--- src/rtl/core_pkg.sv ---
// Shared core definitions: widths, ALU opcodes and the ID/EX register bundle.
// Latency: n/a (package only).
// Backpressure: n/a (package only).
package core_pkg;

  localparam int XLEN = 32;
  localparam int RA_W = 5;

  // ALU operation codes; 10..16 are branch/jump compares resolved downstream
  localparam logic [4:0] ALU_ADD  = 5'd0;
  localparam logic [4:0] ALU_SUB  = 5'd1;
  localparam logic [4:0] ALU_XOR  = 5'd2;
  localparam logic [4:0] ALU_OR   = 5'd3;
  localparam logic [4:0] ALU_AND  = 5'd4;
  localparam logic [4:0] ALU_SLL  = 5'd5;
  localparam logic [4:0] ALU_SRL  = 5'd6;
  localparam logic [4:0] ALU_SRA  = 5'd7;
  localparam logic [4:0] ALU_SLT  = 5'd8;
  localparam logic [4:0] ALU_SLTU = 5'd9;
  localparam logic [4:0] ALU_BEQ  = 5'd10;
  localparam logic [4:0] ALU_BNE  = 5'd11;
  localparam logic [4:0] ALU_BLT  = 5'd12;
  localparam logic [4:0] ALU_BGE  = 5'd13;
  localparam logic [4:0] ALU_BLTU = 5'd14;
  localparam logic [4:0] ALU_BGEU = 5'd15;
  localparam logic [4:0] ALU_JUMP = 5'd16;

  // Everything the EX stage needs from decode, held in one register
  typedef struct packed {
    logic            valid;
    logic [XLEN-1:0] pc;
    logic [RA_W-1:0] rs1_addr;
    logic [RA_W-1:0] rs2_addr;
    logic [XLEN-1:0] rs1_data;
    logic [XLEN-1:0] rs2_data;
    logic [XLEN-1:0] imm;
    logic [RA_W-1:0] rd_addr;
    logic [4:0]      op_select;
    logic            use_pc;
    logic            use_imm;
    logic            reg_write;
    logic            is_load;
  } id_ex_t;

  // A bubble carries no side effects: invalid, no write, no load, rd=x0, ADD
  function automatic id_ex_t bubble();
    id_ex_t b;
    b           = '0;
    b.op_select = ALU_ADD;
    return b;
  endfunction

endpackage

--- src/rtl/fwd_mux.sv ---
// Operand forward selector: MEM result, else WB result, else registered data.
// Latency: purely combinational.
// Backpressure: none; x0 is never forwarded.
module fwd_mux
  import core_pkg::*;
(
  input  logic [RA_W-1:0] src_addr,
  input  logic [XLEN-1:0] reg_data,
  input  logic            mem_reg_write,
  input  logic [RA_W-1:0] mem_rd_addr,
  input  logic [XLEN-1:0] mem_result,
  input  logic            wb_reg_write,
  input  logic [RA_W-1:0] wb_rd_addr,
  input  logic [XLEN-1:0] wb_result,
  output logic [XLEN-1:0] fwd_data
);

  logic mem_hit;
  logic wb_hit;

  assign mem_hit = mem_reg_write & (mem_rd_addr != '0) & (mem_rd_addr == src_addr);
  assign wb_hit  = wb_reg_write  & (wb_rd_addr  != '0) & (wb_rd_addr  == src_addr);

  // Younger producer (MEM) takes priority over the older one (WB)
  always_comb begin
    fwd_data = reg_data;
    if (mem_hit) begin
      fwd_data = mem_result;
    end else if (wb_hit) begin
      fwd_data = wb_result;
    end
  end

endmodule

--- src/rtl/id_ex_stage.sv ---
// ID/EX pipeline register with WB capture bypass, MEM/WB operand forwarding and load-use bubble.
// Latency: 1 cycle ID->EX; forwarding is combinational on the registered operands.
// Backpressure: id_ready drops on flush, downstream stall or load-use hazard; EX holds while ex_ready=0.
module id_ex_stage #(
  parameter int XLEN = core_pkg::XLEN,
  parameter int RA_W = core_pkg::RA_W
) (
  input  logic            clk,
  input  logic            rst,
  input  logic            id_valid,
  output logic            id_ready,
  input  logic [XLEN-1:0] id_pc,
  input  logic [RA_W-1:0] id_rs1_addr,
  input  logic [RA_W-1:0] id_rs2_addr,
  input  logic [XLEN-1:0] id_rs1_data,
  input  logic [XLEN-1:0] id_rs2_data,
  input  logic [XLEN-1:0] id_imm,
  input  logic [RA_W-1:0] id_rd_addr,
  input  logic [4:0]      id_op_select,
  input  logic            id_use_pc,
  input  logic            id_use_imm,
  input  logic            id_reg_write,
  input  logic            id_is_load,
  input  logic            flush,
  input  logic            ex_ready,
  input  logic            mem_reg_write,
  input  logic [RA_W-1:0] mem_rd_addr,
  input  logic [XLEN-1:0] mem_result,
  input  logic            wb_reg_write,
  input  logic [RA_W-1:0] wb_rd_addr,
  input  logic [XLEN-1:0] wb_result,
  output logic            ex_valid,
  output logic [XLEN-1:0] alu_in1,
  output logic [XLEN-1:0] alu_in2,
  output logic [4:0]      alu_op_select,
  output logic [XLEN-1:0] ex_store_data,
  output logic [XLEN-1:0] ex_pc,
  output logic [RA_W-1:0] ex_rd_addr,
  output logic            ex_reg_write,
  output logic            ex_is_load
);

  import core_pkg::*;

  id_ex_t          ex_q;
  id_ex_t          cap;
  logic            hazard;
  logic            wb_hit1;
  logic            wb_hit2;
  logic [XLEN-1:0] fwd_rs1;
  logic [XLEN-1:0] fwd_rs2;

  // Load result is not available until after MEM; rs2 is checked even for immediates
  assign hazard = ex_q.valid & ex_q.is_load & (ex_q.rd_addr != '0) & id_valid &
                  ((id_rs1_addr == ex_q.rd_addr) | (id_rs2_addr == ex_q.rd_addr));

  assign id_ready = ~flush & ex_ready & ~hazard;

  // The register file is written at the same edge it is read, so take WB data directly
  assign wb_hit1 = wb_reg_write & (wb_rd_addr != '0) & (wb_rd_addr == id_rs1_addr);
  assign wb_hit2 = wb_reg_write & (wb_rd_addr != '0) & (wb_rd_addr == id_rs2_addr);

  // Assemble the bundle captured from ID, with the WB bypass applied to the read data
  always_comb begin
    cap           = '0;
    cap.valid     = 1'b1;
    cap.pc        = id_pc;
    cap.rs1_addr  = id_rs1_addr;
    cap.rs2_addr  = id_rs2_addr;
    cap.rs1_data  = wb_hit1 ? wb_result : id_rs1_data;
    cap.rs2_data  = wb_hit2 ? wb_result : id_rs2_data;
    cap.imm       = id_imm;
    cap.rd_addr   = id_rd_addr;
    cap.op_select = id_op_select;
    cap.use_pc    = id_use_pc;
    cap.use_imm   = id_use_imm;
    cap.reg_write = id_reg_write;
    cap.is_load   = id_is_load;
  end

  // Update priority: reset, flush, downstream hold, load-use bubble, capture, idle bubble
  always_ff @(posedge clk) begin
    if (rst) begin
      ex_q <= '0;
    end else if (flush) begin
      ex_q <= bubble();
    end else if (!ex_ready) begin
      ex_q <= ex_q;
    end else if (hazard) begin
      ex_q <= bubble();
    end else if (id_valid) begin
      ex_q <= cap;
    end else begin
      ex_q <= bubble();
    end
  end

  fwd_mux u_fwd_rs1 (
    .src_addr      (ex_q.rs1_addr),
    .reg_data      (ex_q.rs1_data),
    .mem_reg_write (mem_reg_write),
    .mem_rd_addr   (mem_rd_addr),
    .mem_result    (mem_result),
    .wb_reg_write  (wb_reg_write),
    .wb_rd_addr    (wb_rd_addr),
    .wb_result     (wb_result),
    .fwd_data      (fwd_rs1)
  );

  fwd_mux u_fwd_rs2 (
    .src_addr      (ex_q.rs2_addr),
    .reg_data      (ex_q.rs2_data),
    .mem_reg_write (mem_reg_write),
    .mem_rd_addr   (mem_rd_addr),
    .mem_result    (mem_result),
    .wb_reg_write  (wb_reg_write),
    .wb_rd_addr    (wb_rd_addr),
    .wb_result     (wb_result),
    .fwd_data      (fwd_rs2)
  );

  assign ex_valid      = ex_q.valid;
  assign alu_in1       = ex_q.use_pc  ? ex_q.pc  : fwd_rs1;
  assign alu_in2       = ex_q.use_imm ? ex_q.imm : fwd_rs2;
  assign alu_op_select = ex_q.op_select;
  assign ex_store_data = fwd_rs2;
  assign ex_pc         = ex_q.pc;
  assign ex_rd_addr    = ex_q.rd_addr;
  assign ex_reg_write  = ex_q.valid & ex_q.reg_write;
  assign ex_is_load    = ex_q.valid & ex_q.is_load;

endmodule

--- config.mk ---
export PLATFORM = sky130hd
export DESIGN_NAME = id_ex_stage
export DESIGN_NICKNAME = d
export VERILOG_FILES = /design/src/rtl/core_pkg.sv /design/src/rtl/fwd_mux.sv /design/src/rtl/id_ex_stage.sv
export SDC_FILE = /design/constraint.sdc
export NUM_CORES = 1
export LEC_CHECK = 0
export ABC_AREA = 1
export CAP_MARGIN = 20
export CORE_MARGIN = 5
export CORE_UTILIZATION = 25
export CTS_CLUSTER_DIAMETER = 80
export DETAILED_ROUTE_END_ITERATION = 8
export GPL_TIMING_DRIVEN = 1
export MAX_ROUTING_LAYER = met4
export RECOVER_POWER = 100
export SLEW_MARGIN = 20
export SYNTH_ARGS = -nofsm -noshare
export SYNTH_HDL_FRONTEND = slang
export SYNTH_SLANG_ARGS = --single-unit
--- constraint.sdc ---
create_clock -name clk -period 3.1 [get_ports clk]
set_input_delay 0.775 -clock clk [delete_from_list [all_inputs] [get_ports clk]]
set_output_delay 0.775 -clock clk [all_outputs]
set_load 0.02 [all_outputs]
# After elaboration in Yosys (flattened, before gate mapping)
# Index checks and enable logic that the tools add are counted.
dict set report op_classes {
  n_addsub 0
  mul 0
  n_div 0
  order_cmp 0
  n_eq_ne 8
  shifts 0
  n_mux 10
  bitwise_logic 18
  reduce_logical 4
}
# cell n
set op_table {}
lappend op_table {{153-bit two-way mux} 2}
lappend op_table {{32-bit two-way mux} 8}
lappend op_table {{5-bit == test} 8}
lappend op_table {{1-bit AND} 15}
lappend op_table {{5-bit nonzero test} 3}
lappend op_table {{1-bit inverter} 2}
lappend op_table {{2-bit OR reduction} 1}
lappend op_table {{1-bit OR} 1}
dict set report totals {
  reg_bits 153
  latch_bits 0
  ramBits 0
  rom_bits 0
  input_bits 233
  output_inout_bits 142
  wordCells 53
  mem_count 0
}

# Logic depth before layout (Yosys ltp)
dict set report logic_depth {
  word_depth 6
  mapped_depth 13
  ltp_nobuf 12
}

# Cells and area by module
# From an unflattened synthesis, not the netlist that was laid out.
dict set report unflattened {
  cells_unflattened 1668
  area_unflattened_um2 10451.3
}
# mod instances cells_per_inst area_per_inst_um2 seq_area_each_um2
set by_module_without_submodules {}
lappend by_module_without_submodules {id_ex_stage 1 1072 7618.6 3062.9}
lappend by_module_without_submodules {fwd_mux 2 298 1416.4 0.0}

# Worst setup path after synthesis
# OpenSTA, ideal clock, no wires.
dict set report synth_path {
  path_type {input to output}
  startpoint {input wb_rd_addr[4]}
  endpoint {output ex_store_data[10]}
  arrival_time_ns 2.048
  required_ns 2.325
  path_slack_ns 0.277
  stages 7
  path_buffers 2
  path_cell_list {buf_2 > xor2_1 > nor2_1 > clkbuf_1 > nand3_1 > nand3_1 > and2_1}
}
dict set report synth_via {
  elab_chain_len 5
  word_cells_on_any_way 6
  cone_classes {eq/ne (1); mux (2); bitwise (2); reduce/logical (1)}
}
# element line_no
set synth_lines {}
lappend synth_lines {{from (decl)} id_ex_stage.sv:30} ;# input logic [RA_W-1:0] wb_rd_addr,
lappend synth_lines {{5-bit nonzero test} fwd_mux.sv:22} ;# assign wb_hit = wb_reg_write & (wb_rd_addr != '0) & (wb_rd_addr == src_addr);
lappend synth_lines {{1-bit AND} fwd_mux.sv:22}
lappend synth_lines {{1-bit AND (*)} fwd_mux.sv:22}
lappend synth_lines {{32-bit two-way mux (*)} fwd_mux.sv:29} ;# end else if (wb_hit) begin
lappend synth_lines {{32-bit two-way mux (*)} fwd_mux.sv:27} ;# if (mem_hit) begin
lappend synth_lines {{to (decl)} id_ex_stage.sv:36} ;# output logic [XLEN-1:0] ex_store_data,
# Mark *: on every way between the ends. The rest lies on a longest branch, timed or not.

# Worst setup path after layout
dict set report layout_path {
  startpoint {input mem_rd_addr[0]}
  endpoint {output alu_in1[0]}
}
dict set report layout_via {
  elab_chain_len 5
  word_cells_on_any_way 6
  cone_classes {eq/ne (1); mux (2); bitwise (2); reduce/logical (1)}
}
# element line_no
set layout_lines {}
lappend layout_lines {{from (decl)} id_ex_stage.sv:27} ;# input logic [RA_W-1:0] mem_rd_addr,
lappend layout_lines {{5-bit nonzero test} fwd_mux.sv:21} ;# assign mem_hit = mem_reg_write & (mem_rd_addr != '0) & (mem_rd_addr == src_addr);
lappend layout_lines {{1-bit AND} fwd_mux.sv:21}
lappend layout_lines {{1-bit AND (*)} fwd_mux.sv:21}
lappend layout_lines {{32-bit two-way mux (*)} fwd_mux.sv:27}
lappend layout_lines {{32-bit two-way mux (*)} id_ex_stage.sv:123} ;# assign alu_in1 = ex_q.use_pc ? ex_q.pc : fwd_rs1;
lappend layout_lines {{to (decl)} id_ex_stage.sv:33} ;# output logic [XLEN-1:0] alu_in1,
# Marks and branches as above.

==> impl_metrics.toml <==
[status]
status = "finished, violations left"
violations = "setup timing"

[timing]
clock_skew_ns = 0.0148
setup_violations = 95
hold_ws_ns = 0.464
max_freq_ghz = 0.306
fin_ws_ns = -0.171
finalHoldViolCount = 0
layout_min_cycle_time_ns = 3.27
rsz0062_at_grt = "true"
max_slew_margin_pct = 47.6
worst_slew_pin_slew_ns = 0.786
fin_crit_sh_pct = 106
maxSlewViolCount = 0

[critical_path]
path_class = "in2out"
path_max_fanout = 5
cp.required_ns = 2.32
startpoint_type = "input port"
rrSetupSlack_ns = 0.48
r2r-start = "ex_rd_addr[1]"
end_kind = "output pin"
worstPathArrival_ns = 2.50
startpoint = "mem_rd_addr[0]"
crit_chain = "buf_8 > buf_6 > xnor2_2 > nand2_2 > nor3_4 > nand2_4 > buf_12 > buf_16 > or2_4 > nand3_2 > nand2_2 > buf_6"
cp_slowest_cell = "nor3_4"
cpPeakStageDelay_ns = 0.22

[route]
ant_nets = 0
drc = 0
wl_per_cell_um = 21.7
firstDrtPassIters = 5
drtIter0Drc = 938
drt_wl_total_mm = 59.5
num_vias = 13600
vias_per_cell = 4.95

[global_route]
antenna_found_initial = 7
grt_usage_pct = 25.1
grt_pass1_wl_mm = 86.7
grt_pass1_vias = 13700
grt_max_degree = 154
grt-ovfl-total = 0

[floorplanning]
die_y_um = 216
die_x_um = 216
start_util_pct = 25.3
io_pins = 375
rows = 75
die_area_mm2 = 0.0465
core-area_mm2 = 0.0419

[placement]
dp_hpwl_mm = 37.9
port_buffers = 374
detailed_place.area_mm2 = 0.0152
place_congestion = 0.913

[clocking]
cts_buffer_depth = 2
cts_root_buf = "clkbuf_16"
cts_tree = "done"
clk_pin_slew_worst_paths_ns = 0.06
cts.sink_count = 153
cts_max_level = 4
clk_latency_ns = 0.46
numCtsBuffers = 17

[worst_hold_path]
min_from = "ex_q[44]"
min_path_type = "reg2reg"

[synthesis]
yosysWarnings = 0
synth_top_family_by_area = "simple AND/OR/NAND/NOR gates"
synth_compound_area_share_pct = 4.26
synth_cell_type_count = 27
synth_cells = 1797
seq_area_frac_synth_pct = 29.0
synth_seq_cells = 153
synth.area.mux_share_pct = 0
postSynthAreaPerCell_um2 = 5.88
syn_nets = 2030
synth_area_mm2 = 0.0106
synth_fa_ha_area_share_pct = 0
yosys.area_share.xor_xnor_pct = 2.07
synthSimpleGateAreaFrac_pct = 50.8

[pwr]
p_seq_share_pct = 33.8
p_total_uw = 6010
sw_frac_of_total_pct = 29.7
internal_power_uw = 4230
power_switching_uw = 1790
p_per_area_mw_per_mm2 = 322
clkPwrFrac_pct = 41.4
p_leak_uw = 0.00836
power.share.combinational_pct = 24.8
vdd_drop_max_v = 0.000352

[cells_and_area]
n_fill_cell = 4173
most-common-layout-cells = "nand2_1 (374), nor2_1 (266), clkdlybuf4s50_1 (217)"
fin_util_pct = 44.7
final_area_mm2 = 0.0187
final_common_cell = "nand2_1"
area_growth_pct = 76.9
layout-drive-gt1-share_pct = 29.5
final_nets = 2412

[job]
maxCapViolCount = 0
-- final timing paths --
check,endpoint,cells after the start
max,alu_in1[0],12
min,ex_q[44],2
max reg2reg,ex_q[29],9
min reg2reg,ex_q[44],2
-- layout make-up --
cell class / count / area, um2 / share of cell area, %
inverter: 156 / 588 / 3.15
clock inverter: 12 / 211 / 1.13
multi-input combinational: 1313 / 7570 / 40.5
antenna: 7 / 17.5 / 0.0937
timing repair buffer: 538 / 6090 / 32.6
sequential: 153 / 3070 / 16.4
tap: 539 / 674 / 3.61
clock buffer: 20 / 467 / 2.50
-- kinds of logic (layout without fill, tap and decap cells) --
| family | after synthesis | after routing |
|---|---|---|
| buffers and inverters | 331 | 726 |
| other | 0 | 7 |
| XOR/XNOR | 25 | 25 |
| flip-flops | 153 | 153 |
| AND/OR/NAND/NOR | 1198 | 1198 |
| AO/OA/AOI/OAI | 90 | 90 |
-- power by group through the flow --
| stage | Sequential (uW) | Clock, uW | Combinational [uW] |
|---|---|---|---|
| 2_1_floorplan | 2070 | 0 | 533 |
| 3_3_place_gp | 2080 | 0 | 1260 |
| 3_5_place_dp | 2080 | 0 | 1260 |
| 4_1_cts | 2030 | 2530 | 1440 |
| 5_1_grt | 2040 | 2600 | 1580 |
| 6_report | 2040 | 2490 | 1490 |
-- routing by layer --
metal / vias up / wire [um] / global-route usage, % / share of wire (%)
met5: - / 0 / - / 0
met3: 119 / 4350 / 4.83 / 7.3
li1: 6438 / - / - / -
met1: 6360 / 24800 / 31.3 / 42
met2: 646 / 28300 / 40.7 / 48
met4: 0 / 2070 / 9.30 / 3.5
-- synthesized netlist by cell type --
master | count | area, um2
nand2_2 | 4 | 25.0
nor3_1 | 1 | 5.00
a21oi_1 | 89 | 445
buf_2 | 36 | 180
buf_4 | 47 | 353
buf_1 | 21 | 78.8
or2_1 | 8 | 50.1
inv_1 | 145 | 544
nor2_4 | 1 | 11.3
nor2_1 | 272 | 1020
dfxtp_1 | 153 | 3060
xor2_1 | 16 | 140
xnor2_1 | 9 | 78.8
nor3_2 | 2 | 20.0
clkbuf_1 | 71 | 267
nor3_4 | 2 | 32.5
inv_2 | 2 | 7.51
nor2_2 | 3 | 18.8
and2_1 | 32 | 200
nand3_2 | 2 | 20.0
o21ai_1 | 1 | 5.00
or2_2 | 55 | 344
nand3_1 | 265 | 1330
nand4_1 | 89 | 557
clkinv_1 | 9 | 33.8
nand2_4 | 1 | 11.3
nand2_1 | 461 | 1730
-- what timing repair did --
item                       4_1_cts  5_1_grt
gates cloned                    26        1
pin swaps                       90      100
setup endpoints to repair       97       97
hold buffers                     0        0
setup buffers                   36        6
gates resized for setup        902      170
-- state kept, by name, summed over array words and instances, names as in the netlist --
register,flops
ex_q,110
ex_pc,32
alu_op_select,5
ex_rd_addr,5
ex_valid,1
-- per-stage QoR --
| step | std cells | setup TNS (ns) | setup slack, ns |
|---|---|---|---|
| floorplan | 1797 | 0 | 0.277 |
| global placement | 2636 | -90.71 | -1.07 |
| detailed placement | 2636 | -94.87 | -1.07 |
| CTS | 2729 | -7.38 | -0.203 |
| global route | 2738 | -27.49 | -0.270 |
| finish | 2738 | -6.80 | -0.171 |
-- critical path, delay by kind of cell --
family	cells	cell delay, ns
and+or+nand+nor	6	0.86
buffers and inverters	5	0.70
xor gates and xnor gates	1	0.14
(Power assumes the default switching activity.)
